### src/rtl/instr_encoder.sv
// Instruction encoder: accepts one assembler-level request at a time, encodes it
// into a 32-bit ARM-style word and writes it to the next instruction-memory slot.
// Latency: accept -> ENC -> WR, so mem_we is high two cycles after the accept
// cycle. Throughput is one request per 3 cycles. req_ready is low outside IDLE,
// while full, or while clear is asserted.
// Ports: clk/rst (sync, active-high); clear; req_valid/req_ready handshake with
// req_* fields; mem_we/mem_addr/mem_wdata write port; err pulse; full; count.
module instr_encoder #(
   parameter int MEM_WORDS = 64
) (
   input  logic        clk,
   input  logic        rst,
   input  logic        clear,
   input  logic        req_valid,
   output logic        req_ready,
   input  logic [3:0]  req_op,
   input  logic        req_imm,
   input  logic [3:0]  req_rd,
   input  logic [3:0]  req_rn,
   input  logic [3:0]  req_rm,
   input  logic [7:0]  req_imm8,
   input  logic [3:0]  req_cond,
   input  logic [31:0] req_target,
   output logic        mem_we,
   output logic [31:0] mem_addr,
   output logic [31:0] mem_wdata,
   output logic        err,
   output logic        full,
   output logic [15:0] count
);

   localparam logic [31:0] MEM_BYTES = 32'(4 * MEM_WORDS);

   localparam logic [3:0] OP_MOV = 4'd0;
   localparam logic [3:0] OP_ADD = 4'd1;
   localparam logic [3:0] OP_SUB = 4'd2;
   localparam logic [3:0] OP_AND = 4'd3;
   localparam logic [3:0] OP_ORR = 4'd4;
   localparam logic [3:0] OP_CMP = 4'd5;
   localparam logic [3:0] OP_STR = 4'd6;
   localparam logic [3:0] OP_LDR = 4'd7;
   localparam logic [3:0] OP_B   = 4'd8;

   typedef enum logic [1:0] {S_IDLE, S_ENC, S_WR, S_ERR} state_t;

   state_t      state_q, state_d;
   logic [31:0] pc_q;
   logic [15:0] count_q;
   logic        full_q;
   logic [31:0] wdata_q;

   // captured request fields
   logic [3:0]  op_q, rd_q, rn_q, rm_q, cond_q;
   logic        imm_q;
   logic [7:0]  imm8_q;
   logic [31:0] target_q;

   logic        accept;
   logic [31:0] enc_word;
   logic        enc_legal;
   logic [3:0]  cmd;
   logic        s_bit;
   logic [3:0]  dp_rn, dp_rd;
   logic [11:0] op2;
   logic [31:0] br_off;
   logic        unused_br;

   assign req_ready = (state_q == S_IDLE) && !full_q && !clear;
   assign accept    = req_valid && req_ready;

   assign mem_we    = (state_q == S_WR);
   assign err       = (state_q == S_ERR);
   assign mem_addr  = pc_q;
   assign mem_wdata = wdata_q;
   assign full      = full_q;
   assign count     = count_q;

   // Branch offset is relative to pc+8 (pipeline read-ahead); only word bits kept.
   assign br_off    = target_q - (pc_q + 32'd8);
   assign unused_br = ^{br_off[31:26], br_off[1:0]};

   always_comb begin
      enc_word  = 32'h0;
      enc_legal = 1'b1;
      cmd       = 4'b0000;
      s_bit     = 1'b0;
      dp_rn     = rn_q;
      dp_rd     = rd_q;
      op2       = imm_q ? {4'h0, imm8_q} : {8'h00, rm_q};
      case (op_q)
         OP_MOV: begin cmd = 4'b1101; dp_rn = 4'h0; end
         OP_ADD: cmd = 4'b0100;
         OP_SUB: cmd = 4'b0010;
         OP_AND: cmd = 4'b0000;
         OP_ORR: cmd = 4'b1100;
         OP_CMP: begin cmd = 4'b1010; s_bit = 1'b1; dp_rd = 4'h0; end
         default: cmd = 4'b0000;
      endcase
      case (op_q)
         OP_MOV, OP_ADD, OP_SUB, OP_AND, OP_ORR, OP_CMP:
            enc_word = {4'hE, 2'b00, imm_q, cmd, s_bit, dp_rn, dp_rd, op2};
         OP_STR, OP_LDR:
            enc_word = {4'hE, 7'b0101100, (op_q == OP_LDR), rn_q, rd_q, 4'h0, imm8_q};
         OP_B: begin
            enc_word  = {cond_q, 4'b1010, br_off[25:2]};
            enc_legal = (cond_q != 4'hF) && (target_q[1:0] == 2'b00);
         end
         default: enc_legal = 1'b0;
      endcase
   end

   always_comb begin
      state_d = state_q;
      case (state_q)
         S_IDLE:  if (accept) state_d = S_ENC;
         S_ENC:   state_d = enc_legal ? S_WR : S_ERR;
         S_WR:    state_d = S_IDLE;
         S_ERR:   state_d = S_IDLE;
         default: state_d = S_IDLE;
      endcase
   end

   always_ff @(posedge clk) begin
      if (rst) begin
         state_q <= S_IDLE;
         pc_q    <= 32'h0;
         count_q <= 16'h0;
         full_q  <= 1'b0;
         wdata_q <= 32'h0;
      end else begin
         state_q <= state_d;
         if (state_q == S_ENC && enc_legal) wdata_q <= enc_word;
         if (state_q == S_IDLE && clear) begin
            pc_q    <= 32'h0;
            count_q <= 16'h0;
            full_q  <= 1'b0;
         end else if (state_q == S_WR) begin
            pc_q    <= pc_q + 32'd4;
            count_q <= count_q + 16'd1;
            if (pc_q + 32'd4 == MEM_BYTES) full_q <= 1'b1;
         end
      end
   end

   // Request capture needs no reset: fields are only used after an accept.
   always_ff @(posedge clk) begin
      if (accept) begin
         op_q     <= req_op;
         imm_q    <= req_imm;
         rd_q     <= req_rd;
         rn_q     <= req_rn;
         rm_q     <= req_rm;
         imm8_q   <= req_imm8;
         cond_q   <= req_cond;
         target_q <= req_target;
      end
   end

endmodule
### config.mk
export PLATFORM = sky130hd
export DESIGN_NAME = instr_encoder
export DESIGN_NICKNAME = d
export VERILOG_FILES = /design/src/rtl/instr_encoder.sv
export SDC_FILE = /design/constraint.sdc
export NUM_CORES = 1
export LEC_CHECK = 0
export ABC_AREA = 0
export CAP_MARGIN = 20
export CORE_MARGIN = 5
export CORE_UTILIZATION = 35
export DETAILED_ROUTE_END_ITERATION = 12
export GPL_TIMING_DRIVEN = 0
export SYNTH_ARGS = -nofsm -noshare
export SYNTH_HDL_FRONTEND = slang
export SYNTH_SLANG_ARGS = --single-unit
### constraint.sdc
create_clock -name clk -period 2.7 [get_ports clk]
set_input_delay 0.54 -clock clk [delete_from_list [all_inputs] [get_ports clk]]
set_output_delay 0.54 -clock clk [all_outputs]
set_load 0.005 [all_outputs]
Word level (Yosys, flattened, before mapping)
Index checks and enable logic that the tools add are counted.

Output and inout port bits: 84. Input port bits: 65. Logic and storage cells: 58. Register bits: 138.

Equal/unequal tests: 14. Reductions and logical operators: 17. Add/sub/neg operators: 4. Multiplexer cells: 10.

Operators with widths (number): 32-bit one-hot mux with 3 select lines (1); 32-bit by 3-bit adder with 32-bit output (second input constant) (1); 32-bit by 9-bit == test with 1-bit output (second input constant) (1); 26-bit by 4-bit adder with 26-bit output (second input constant) (1); 26-bit subtractor (1); 4-bit one-hot mux with 5 select lines (1); 16-bit by 1-bit adder with 16-bit output (second input constant) (1); 4-bit by 3-bit == test with 1-bit output (second input constant) (4); 4-bit by 2-bit == test with 1-bit output (second input constant) (2); 4-bit 2-to-1 mux (2); 8-bit 2-to-1 mux (1); 8-bit OR reduction (1); 1-bit logical AND (6); 2-bit one-hot mux with 3 select lines (1); 2-bit OR reduction (3); 6-bit OR reduction (1); 2-bit == test (second input constant) (2); 4-bit by 1-bit == test with 1-bit output (second input constant) (1); 4-bit == test (second input constant) (1); 2-bit zero test (2); 4-bit zero test (1); 4-bit inequality test (second input constant) (1); 2-bit by 1-bit == test with 1-bit output (second input constant) (1); 1-bit zero test (2); 5 further kinds (6).

Logic depth before layout (Yosys ltp)
Word-level depth: 6. Gate-level depth with buffers: 13. Gate-level depth less buffers: 12.

Least setup slack after synthesis
Ideal clock, no wire load.

Kind: input to register. Start: in clear. End: reg cond_q[0], enable pin. Stages on the path: 2. Setup time: 419 ps. Slack: 70 ps. Data required time: 2281 ps. Data arrival time: 2211 ps. Buffers on the path: 0. Path through: nor4_1 -> and2_1.

Longest elaborated chain between the ends: 3.

Ends and longest elaborated chain: start, declared (RTL line 13) `input logic clear,`; 1-bit zero test (RTL line 68) `assign req_ready = (state_q == S_IDLE) && !full_q && !clear;`; 1-bit logical AND (RTL line 68); 1-bit logical AND (RTL line 69) `assign accept = req_valid && req_ready;`; net accept (RTL line 58) `logic accept;`; end signal, assigned (RTL line 154) `cond_q <= req_cond;`; end, declared (RTL line 53) `logic [3:0] op_q, rd_q, rn_q, rm_q, cond_q;`.

The timed path passes the listed nets, and every way through them passes these cells. A chain may end at the register's enable or synchronous reset.

Final worst setup path
Start: reg target_q[2]. End: reg wdata_q[23], in the netlist mem_wdata[23].

Longest elaborated chain between the ends: 2.

Ends and longest elaborated chain: start, declared (RTL line 56) `logic [31:0] target_q;`; start signal, assigned (RTL line 155) `target_q <= req_target;`; 26-bit subtractor (RTL line 79) `assign br_off = target_q - (pc_q + 32'd8);`; 32-bit one-hot mux with 3 select lines (RTL line 99) `case (op_q)`; end signal, assigned (RTL line 132) `if (state_q == S_ENC && enc_legal) wdata_q <= enc_word;`; end, declared (RTL line 50) `logic [31:0] wdata_q;`.

Every way passes these cells.

==> results.sh <==
export IMPL_outcome="finished with violations"
export IMPL_violations_in_the_final_reports="negative setup slack"
export IMPL_timing_setup_critical_path_class="reg -> reg"
export IMPL_antennaDiodeCount=0
export IMPL_synthDominantCellAreaShare_pct=21.9
export IMPL_pwr_density_cell_nw_per_um2=492
export IMPL_crit_path_max_fanout=4
export IMPL_synth_edff_count=55
export IMPL_synth_area_top_cells="edfxtp_1 (22%), dfxtp_1 (22%), ha_1 (8.3%)"
export IMPL_first_pass_grt_wire_length_um=33000
export IMPL_final_setup_worst_slack_ns=-0.0833
export IMPL_drt_first_pass_iters=6
export IMPL_ys_ff_latch=136
export IMPL_p_int_w=0.00390
export IMPL_floorplan_die_width_um=157
export IMPL_synth_top_cells_by_count="nor2_1 (102), dfxtp_1 (81), inv_1 (76)"
export IMPL_overflow_left_after_global_routing=0
export IMPL_vdd_drop_max_mv=0.410
export IMPL_syn_area_per_cell_um2=9.16
export IMPL_proportion_of_power_drawn_by_the_clock_network_pct=46.1
export IMPL_power_total_w=0.00513
export IMPL_final_setup_viol_count=4
export IMPL_stdcell_count=1289
export IMPL_dp_final_hpwl_um=15800
export IMPL_placement_io_buffers=140
export IMPL_power_combinational_fraction_pct=10.5
export IMPL_finalWirelength_um=21300
export IMPL_worst_setup_hold_path_clk_slew_ns=0.06
export IMPL_route_vias_total=6468
export IMPL_finalSetupTns_ns=-0.185
export IMPL_drcViolationCount=0
export IMPL_die_area_um2=24600
export IMPL_post_place_cells=1239
export IMPL_cap_viol_max_count=0
export IMPL_netlist_area_um2=7530
export IMPL_synth_most_common_cell="nor2_1"
export IMPL_skew_ns=0.0113
export IMPL_worst_path_dominant_cell_family="compound AO/OA/AOI/OAI gates"
export IMPL_hp_class="reg -> reg"
export IMPL_grt_max_degree=37
export IMPL_cts_sinks=136
export IMPL_synthToLayoutAreaGrowth_pct=38.2
export IMPL_worstSetupEndpointType="flip-flop"
export IMPL_fin_crit_period_ns=2.78
export IMPL_slew_violations=0
export IMPL_relSlewSlack_pct=54.4
export IMPL_clkLatencyLatePin_ns=0.42
export IMPL_critical_path_slowest_cell="edfxtp_1"
export IMPL_crit_buf_inv=0
export IMPL_critical_path_required_ns=2.97
export IMPL_worst_path_largest_cell_delay_ns=0.41
export IMPL_grt_antenna_before_repair=0
export IMPL_cts_hold_buf=0
export IMPL_power_net_switching_w=0.00123
export IMPL_yosys_warnings=0
export IMPL_p_leak_nw=3.89
export IMPL_synthFlopType="dfxtp_1"
export IMPL_final_core_util_pct=49.4
export IMPL_worst_slew_pin_slew_ns=0.685
export IMPL_gr_usage_all_layers_pct=17.1
export IMPL_initial_core_util_pct=35.7
export IMPL_hold_viol_final=0
export IMPL_num_io_pins=149
export IMPL_power_frac_seq_pct=43.4
export IMPL_cts_htree_levels=4
export IMPL_ys_seq_area_share_pct=43.4
export IMPL_async_reset_ff_share_pct=0
export IMPL_layout_drive_gt1_share_pct=14.9
export IMPL_achievable_frequency_mhz=359
export IMPL_vias_per_cell=5.02
export IMPL_core_um2=21100
export IMPL_core_rowCount=53
export IMPL_antenna_violating_nets_left=0
export IMPL_p_sw_share_pct=23.9
export IMPL_synth_lib_cells_used_distinct=70
export IMPL_num_nets_final=1116
export IMPL_tritoncts="yes"
export IMPL_rsz0062_at_grt="yes"
export IMPL_worstPathArrival_ns=3.06
export IMPL_worstSetupStartpointType="flip-flop"
export IMPL_finalCritPeriodShare_pct=103
export IMPL_cts_buffers=17
export IMPL_post_synth_top_area_cell="edfxtp_1"
export IMPL_hold_slack_ns=0.458
export IMPL_synthesis_instances=822
export IMPL_avgRoutedWirePerCell_um=16.5
export IMPL_max_clock_path_buffers=2
export IMPL_crit_chain="ha_4 -> ha_2 -> o211a_1 -> o21a_1 -> a41o_1 -> a211oi_2 -> a21oi_2 -> a221oi_2 -> xnor2_1 -> o22ai_1"
export IMPL_grt_pass1_vias=6146
export IMPL_root_buffer="clkbuf_16"
export IMPL_detail_route_iter0_violations=462
export IMPL_place_gp_congestion=0.832
export IMPL_fp_dieH_um=157
state kept, by name (all words and copies together) (netlist names):
| signal | count |
|---|---|
| imm_q | 1 |
| full | 1 |
| cond_q | 4 |
| target_q | 26 |
| rn_q | 4 |
| imm8_q | 8 |
| state_q | 2 |
| mem_addr | 30 |
| rd_q | 4 |
| op_q | 4 |
| mem_wdata | 32 |
| count | 16 |
| rm_q | 4 |
area by class of cell:
class                           count  area (um^2)
Clock buffer                       19          464
Timing Repair Buffer              162         1580
Buffer                             33          155
Multi-Input combinational cell    575         4140
Tap cell                          275          344
Inverter                           76          292
Sequential cell                   136         3300
Clock inverter                     13          144
Fill cell                        2031        10700
tightest hold or removal path, cell delays in order, from the launching register on:
cell and delay (ns):
dfxtp_1 0.31, nand2_1 0.05, a21oi_1 0.05
cells by family (layout without fill, tap and decap cells):
kind of cell / count (synthesis) / in the layout / share of synthesized area, %
AOI/OAI and AO/OA: 159 / 159 / 14.5
buffers and inverters: 112 / 303 / 5.93
DFF: 136 / 136 / 43.4
muxes: 5 / 5 / 0.681
and+or+nand+nor: 292 / 292 / 19.2
xor gates and xnor gates: 67 / 67 / 7.79
adders and majority gates: 50 / 50 / 8.30
other: 1 / 2 / 0.0498
timing repair:
action	in CTS	in global routing
pin swaps	18	22
gates cloned	0	0
gates resized for setup	45	38
endpoints found under the setup margin	14	27
buffers inserted	11	11
power groups by stage:
stage                     registers (W)  logic, W  clock network, W
after CTS                       0.00222  0.000510           0.00241
after global placement          0.00227  0.000466                 0
final                           0.00222  0.000537           0.00236
after floorplan                 0.00227  0.000261                 0
after detailed placement        0.00227  0.000474                 0
after global routing            0.00223  0.000587           0.00251
per-layer routing:
metal	vias to the layer above	part of all wire (%)	wire [um]	global-route usage, %
met4	0	1.7	351	5.17
met2	149	48	10300	27.7
li1	3256	-	-	-
met5	-	0	0	0
met1	3042	46	9810	23.2
met3	21	3.8	801	3.54
placed cells by master, fill, tap and decap left out, types with 18 or more instances in the layout:
master	Yosys	routed
clkbuf_16	0	18
buf_4	4	24
edfxtp_1	55	55
inv_1	76	68
nor3_1	28	28
nor2_1	102	101
a21oi_1	45	42
o21ai_0	26	24
ha_1	50	38
xnor2_1	29	27
nand2_1	52	51
dfxtp_1	81	71
nand3_1	26	26
xor2_1	38	37
clkdlybuf4s50_1	0	140
worst paths after layout:
path | start | cells after the start | endpoint | slack [ns]
hold / removal | mem_wdata[26] | 2 | mem_wdata[26] | 0.46
hold reg to reg | mem_wdata[26] | 2 | mem_wdata[26] | 0.46
setup reg to reg | target_q[2] | 10 | mem_wdata[23] | -0.08
setup / recovery | target_q[2] | 10 | mem_wdata[23] | -0.08
per-stage QoR:
| stage | instance area (um^2) | worst slack [ns] |
|---|---|---|
| floorplan | 7540 | 0.0700 |
| CTS | 10200 | -0.116 |
| global placement | 9280 | -1.09 |
| finish | 10400 | -0.0833 |
| detailed placement | 9300 | -0.348 |
| global route | 10400 | -0.191 |
No activity file was read; power rests on OpenSTA's default activity.
